### src/rtl/flash_arb_pkg.sv
// Shared definitions for the flash read arbiter.
// Holds the FSM state encoding, the address and length field widths and
// the default WAIT timeout used by flash_read_arbiter and flash_arb_rr.
package flash_arb_pkg;

    localparam int ADDR_W          = 24;
    localparam int LEN_W           = 8;
    localparam int TIMEOUT_DEFAULT = 255;

    typedef enum logic [1:0] {
        ST_IDLE    = 2'd0,
        ST_ISSUE   = 2'd1,
        ST_WAIT    = 2'd2,
        ST_DELIVER = 2'd3
    } state_e;

endpackage

### src/rtl/flash_arb_rr.sv
// Two-way round-robin picker.
// Ports:
//   req_i  [1:0] request levels from requester 0 / 1
//   last_i       requester served most recently (0 or 1)
//   win_o  [1:0] one-hot winner, zero when nothing is requested
module flash_arb_rr (
    input  logic [1:0] req_i,
    input  logic       last_i,
    output logic [1:0] win_o
);

    // Under contention the requester that was not served last wins.
    always_comb begin
        win_o = 2'b00;
        case (req_i)
            2'b01:   win_o = 2'b01;
            2'b10:   win_o = 2'b10;
            2'b11:   win_o = last_i ? 2'b01 : 2'b10;
            default: win_o = 2'b00;
        endcase
    end

endmodule

### src/rtl/flash_read_arbiter.sv
// Arbitrates burst reads from two requesters onto a byte-wide flash reader
// and streams the returned bytes to a ready/valid consumer.
// Ports:
//   clk, rst                       clock, synchronous active-high reset
//   req_i/req_addr_i/req_len_i     per-requester burst request, start address, length-1
//   gnt_o                          one-cycle grant pulse when a burst is latched
//   busy_o                         high whenever a burst is in progress
//   dout_valid_o/_data_o/_id_o/_last_o, dout_ready_i   byte stream to consumer
//   spi_read_o/spi_addr_o          byte-read command to the flash reader
//   spi_ready_i/spi_data_i         flash reader completion pulse and byte
//   err_o                          one-cycle pulse when a burst is dropped on timeout
module flash_read_arbiter
    import flash_arb_pkg::*;
#(
    parameter int TIMEOUT = TIMEOUT_DEFAULT
) (
    input  logic                clk,
    input  logic                rst,
    input  logic [1:0]          req_i,
    input  logic [2*ADDR_W-1:0] req_addr_i,
    input  logic [2*LEN_W-1:0]  req_len_i,
    output logic [1:0]          gnt_o,
    output logic                busy_o,
    output logic                dout_valid_o,
    output logic [7:0]          dout_data_o,
    output logic                dout_id_o,
    output logic                dout_last_o,
    input  logic                dout_ready_i,
    output logic                spi_read_o,
    output logic [ADDR_W-1:0]   spi_addr_o,
    input  logic                spi_ready_i,
    input  logic [7:0]          spi_data_i,
    output logic                err_o
);

    localparam int CNT_W = $clog2(TIMEOUT + 1);

    state_e              state_q, state_d;
    logic [ADDR_W-1:0]   addr_q, addr_d;
    logic [LEN_W-1:0]    rem_q, rem_d;
    logic [CNT_W-1:0]    cnt_q, cnt_d;
    logic                id_q, id_d;
    logic                last_q, last_d;
    logic [1:0]          gnt_q, gnt_d;
    logic                busy_q, busy_d;
    logic                dout_valid_q, dout_valid_d;
    logic [7:0]          dout_data_q, dout_data_d;
    logic                dout_last_q, dout_last_d;
    logic                spi_read_q, spi_read_d;
    logic                err_q, err_d;
    logic [1:0]          win_s;

    flash_arb_rr u_rr (
        .req_i  (req_i),
        .last_i (last_q),
        .win_o  (win_s)
    );

    // Next-state and next-output logic; outputs are registered so each
    // one is computed for the cycle in which the FSM enters its state.
    always_comb begin
        state_d      = state_q;
        addr_d       = addr_q;
        rem_d        = rem_q;
        cnt_d        = cnt_q;
        id_d         = id_q;
        last_d       = last_q;
        gnt_d        = 2'b00;
        spi_read_d   = 1'b0;
        err_d        = 1'b0;
        dout_valid_d = dout_valid_q;
        dout_data_d  = dout_data_q;
        dout_last_d  = dout_last_q;
        case (state_q)
            ST_IDLE: begin
                if (req_i != 2'b00) begin
                    state_d    = ST_ISSUE;
                    gnt_d      = win_s;
                    id_d       = win_s[1];
                    addr_d     = win_s[1] ? req_addr_i[2*ADDR_W-1:ADDR_W] : req_addr_i[ADDR_W-1:0];
                    rem_d      = win_s[1] ? req_len_i[2*LEN_W-1:LEN_W] : req_len_i[LEN_W-1:0];
                    spi_read_d = 1'b1;
                end else begin
                    state_d = ST_IDLE;
                end
            end
            ST_ISSUE: begin
                state_d = ST_WAIT;
                cnt_d   = {CNT_W{1'b0}};
            end
            ST_WAIT: begin
                // A completion in the final counted cycle still wins over the timeout.
                if (spi_ready_i) begin
                    state_d      = ST_DELIVER;
                    dout_valid_d = 1'b1;
                    dout_data_d  = spi_data_i;
                    dout_last_d  = (rem_q == {LEN_W{1'b0}});
                end else if (cnt_q == CNT_W'(TIMEOUT - 1)) begin
                    state_d = ST_IDLE;
                    err_d   = 1'b1;
                    last_d  = id_q;
                end else begin
                    cnt_d = cnt_q + CNT_W'(1);
                end
            end
            ST_DELIVER: begin
                if (dout_ready_i) begin
                    dout_valid_d = 1'b0;
                    dout_last_d  = 1'b0;
                    if (rem_q == {LEN_W{1'b0}}) begin
                        state_d = ST_IDLE;
                        last_d  = id_q;
                    end else begin
                        state_d    = ST_ISSUE;
                        addr_d     = addr_q + ADDR_W'(1);
                        rem_d      = rem_q - LEN_W'(1);
                        spi_read_d = 1'b1;
                    end
                end else begin
                    state_d = ST_DELIVER;
                end
            end
            default: begin
                state_d = ST_IDLE;
            end
        endcase
        busy_d = (state_d != ST_IDLE);
    end

    // State and output registers with synchronous reset.
    always_ff @(posedge clk) begin
        if (rst) begin
            state_q      <= ST_IDLE;
            addr_q       <= {ADDR_W{1'b0}};
            rem_q        <= {LEN_W{1'b0}};
            cnt_q        <= {CNT_W{1'b0}};
            id_q         <= 1'b0;
            last_q       <= 1'b1;
            gnt_q        <= 2'b00;
            busy_q       <= 1'b0;
            dout_valid_q <= 1'b0;
            dout_data_q  <= 8'h00;
            dout_last_q  <= 1'b0;
            spi_read_q   <= 1'b0;
            err_q        <= 1'b0;
        end else begin
            state_q      <= state_d;
            addr_q       <= addr_d;
            rem_q        <= rem_d;
            cnt_q        <= cnt_d;
            id_q         <= id_d;
            last_q       <= last_d;
            gnt_q        <= gnt_d;
            busy_q       <= busy_d;
            dout_valid_q <= dout_valid_d;
            dout_data_q  <= dout_data_d;
            dout_last_q  <= dout_last_d;
            spi_read_q   <= spi_read_d;
            err_q        <= err_d;
        end
    end

    assign gnt_o        = gnt_q;
    assign busy_o       = busy_q;
    assign dout_valid_o = dout_valid_q;
    assign dout_data_o  = dout_data_q;
    assign dout_id_o    = id_q;
    assign dout_last_o  = dout_last_q;
    assign spi_read_o   = spi_read_q;
    assign spi_addr_o   = addr_q;
    assign err_o        = err_q;

endmodule

### config.mk
export PLATFORM = sky130hd
export DESIGN_NAME = flash_read_arbiter
export DESIGN_NICKNAME = d
export VERILOG_FILES = /design/src/rtl/flash_arb_pkg.sv /design/src/rtl/flash_arb_rr.sv /design/src/rtl/flash_read_arbiter.sv
export SDC_FILE = /design/constraint.sdc
export NUM_CORES = 1
export LEC_CHECK = 0
export CAP_MARGIN = 10
export CORE_MARGIN = 2
export CORE_UTILIZATION = 52
export CTS_BUF_LIST = sky130_fd_sc_hd__clkbuf_8
export CTS_CLUSTER_SIZE = 40
export DETAILED_ROUTE_END_ITERATION = 16
export PLACE_DENSITY = 0.89
export SYNTH_ARGS = -nofsm -noshare
export SYNTH_HDL_FRONTEND = slang
export SYNTH_HIERARCHICAL = 1
export SYNTH_SLANG_ARGS = --single-unit
### constraint.sdc
create_clock -name clk -period 5.2 [get_ports clk]
set_input_delay 0.52 -clock clk [delete_from_list [all_inputs] [get_ports clk]]
set_output_delay 0.52 -clock clk [all_outputs]
set_load 0.005 [all_outputs]
==> flow_summary_export.csv <==
group,metric,value,unit
logic_synthesis,yosysWarnings,6,
placed_design,dpl-instance-area,4810,um^2
finish,final_util,0.738,
timing,fin_crit_sh,0.582,
die,die_w,87.6,um
timing,setup_viol,0,
clock_network,clock_latency,0.34,ns
power,powerDensity,333,nW/um^2
global_route,grt_overflow,0,
critical_path,crit_path_top_delay_cell,"a211o_1",
logic_synthesis,yosysTopAreaCell,"dfxtp_1",
power,irDropWorstVdd,0.193,mV
finish,num_antenna_cells,0,
timing,rsz0062_at_grt,"false",
die,pin_count,118,
timing,hold_viol_final,0,
finish,nets,651,
critical_path,worstSetupStartpointType,"register",
finish,mostFrequentLayoutCells,"116 x clkdlybuf4s50_1, 61 x nand2_1, 59 x dfxtp_1",
logic_synthesis,synth_area,3630,um^2
drt,drt-pass1-iter-count,5,
global_route,grt_max_degree,57,
placed_design,io_buffers,117,
timing,tns,0,ns
logic_synthesis,synth_edf_count,0,
timing,finalCriticalPeriod,3.03,ns
finish,design_area,5020,um^2
die,core_area,6790,um^2
finish,area_growth,38.0,%
critical_path,path_class,"register to register",
timing,worst_slew_pin_slew,1.05,ns
timing,drv_slew,0,
critical_path,path_max_fanout,35,
placed_design,dp_hpwl,7.12,mm
clock_network,cts_root_buf,"clkbuf_8",
logic_synthesis,yosys.area.top_type_share,0.325,
logic_synthesis,syn_nets,550,
timing,setup_ws,2.17,ns
drt,postRouteAntennaNets,0,
logic_synthesis,synthCells,463,
logic_synthesis,async_flop_share,0,
critical_path,cp.required,5.46,ns
worst_hold_path,worst_hold_path_type,"register to register",
global_route,grt_pass1_vias,3702,
clock_network,cts_sinks,59,
global_route,top_usage_layer,"met2",
drt,drt-total-wl,10.2,mm
timing,skew,0.00768,ns
drt,routedWlPerCell,15.4,um
clock_network,cts_htree_levels,3,
clock_network,post_cts_resized,0,
clock_network,clk_transition_reported_paths,0.07,ns
timing,fmax,0.330,GHz
critical_path,crit_path_end_kind,"register",
finish,drive_gt1_frac,0.0773,
global_route,antenna_found_initial,0,
clock_network,cts_made_buffers,9,
global_route,use_met1,0.330,
critical_path,cp_top_family,"compound AO/OA/AOI/OAI gates",
logic_synthesis,synth_seq_area_share,0.325,
timing,fin_hold_ws,0.455,ns
finish,final_common_cell,"clkdlybuf4s50_1",
run,drv_cap,0,
critical_path,crit_chain,"ha_2 > buf_4 > mux2i_1 > a211o_1 > o21ai_0 > a21oi_1",
logic_synthesis,synth_cell_types,62,
die,fp.dieH,87.6,um
drt,drc,0,
outcome,run_status,"finished clean",
clock_network,post_cts_buffers,0,
critical_path,critPathBufInv,1,
logic_synthesis,synth-seq-cells,59,
drt,vias_per_cell,5.91,
power,p_leak,1.79,nW
logic_synthesis,synth_ff_type,"dfxtp_1",
placed_design,gp_congestion,0.858,
clock_network,hold_buffers,0,
placed_design,dp_cells,649,
die,start_util,0.535,
global_route,grt_pass1_wl,16.6,mm
critical_path,arrival,3.29,ns
logic_synthesis,synth_area_leaders,"dfxtp_1 32%, a21oi_1 6.9%, mux2i_1 6.9%, nand2_1 6.3%, o21ai_0 4.3%",
timing,slew_headroom,0.299,
placed_design,dp_slack,2.29,ns
die,die-area,7670,um^2
power,p_total,1.67,mW
drt,drt_iter0_drc,331,
clock_network,cts_tree,"done",
finish,final_cells,665,
logic_synthesis,syn_area_per_cell,7.85,um^2
critical_path,crit_path_max_incr_delay,0.75,ns
die,std_cell_rows,30,
drt,routed-via-count,3933,
global_route,grt_use_met2,0.474,
global_route,use_met3,0.0528,
global_route,grt_usage,0.270,
clock_network,clockBufferDepth,2,
==> worst min-delay path: cells and delay by family, from the launching register on <==
family,cells,cell delay [ns]
AND/OR/NAND/NOR,1,0.05
flip-flops,1,0.31
AO/OA/AOI/OAI,1,0.05
==> cell usage after synthesis (all sizes together) (2+ instances only) <==
cell type	count
nor4	6
o21ai	33
a21boi	3
nand4	5
o31ai	2
nand3b	2
dfxtp	59
o211ai	3
o31a	2
and4	5
a21o	2
o21a	3
clkbuf	14
inv	13
a21oi	50
buf	17
a211oi	10
nand2b	5
a22oi	4
a31oi	6
o41ai	3
nand2	63
ha	9
nor4b	3
mux2	7
o22ai	5
nor2	39
nor2b	4
and3	4
xnor2	6
and2	4
o32ai	6
nand3	15
nor3b	3
nor3	12
mux2i	25
==> cell type report <==
cell class / count / area, um^2
multi-input combinational: 360 / 2270
fill: 501 / 1780
timing repair buffer: 121 / 1200
sequential: 59 / 1180
clock buffer: 11 / 151
tap: 96 / 120
clock inverter: 5 / 52.6
inverter: 13 / 48.8
==> path summary, 6_finish.rpt <==
kind / startpoint / endpoint / slack (ns) / cells after the start
hold reg to reg: dout_data_o[5] / dout_data_o[5] / 0.45 / 2
setup / recovery: state_q[0] / spi_addr_o[16] / 2.17 / 6
setup reg to reg: state_q[0] / spi_addr_o[16] / 2.17 / 6
hold / removal: dout_data_o[5] / dout_data_o[5] / 0.45 / 2
==> flip-flops by register name, indices dropped and copies added (netlist names) <==
name / flops
dout_id_o: 1
dout_data_o: 8
dout_valid_o: 1
state_q: 2
spi_addr_o: 24
gnt_o: 2
err_o: 1
spi_read_o: 1
last_q: 1
dout_last_o: 1
rem_q: 8
busy_o: 1
cnt_q: 8
==> kinds of logic (layout without fill, tap and decap cells) <==
| group | after synthesis | in the layout | share of synthesized area |
|---|---|---|---|
| fa+ha+maj | 9 | 9 | 0.0310 |
| mux | 32 | 32 | 0.0905 |
| compound gates | 140 | 140 | 0.241 |
| flops | 59 | 59 | 0.325 |
| buf+inv | 44 | 150 | 0.0551 |
| xor+xnor | 6 | 6 | 0.0145 |
| simple gates | 173 | 173 | 0.243 |
==> per-layer routing <==
layer  up-vias  part of all wire
li1       1884                 -
met1      1835              0.40
met2       198              0.51
met3        16             0.082
met4         0             0.013
met5         -                 0
==> where the power goes <==
| part | switching (mW) | leakage, nW | internal (mW) |
|---|---|---|---|
| Clock | 0.185 | 0.110 | 0.245 |
| Combinational | 0.307 | 1.20 | 0.306 |
| Sequential | 0.0963 | 0.484 | 0.530 |
| Total | 0.588 | 1.79 | 1.08 |
Power figures use the tool's default switching activity.
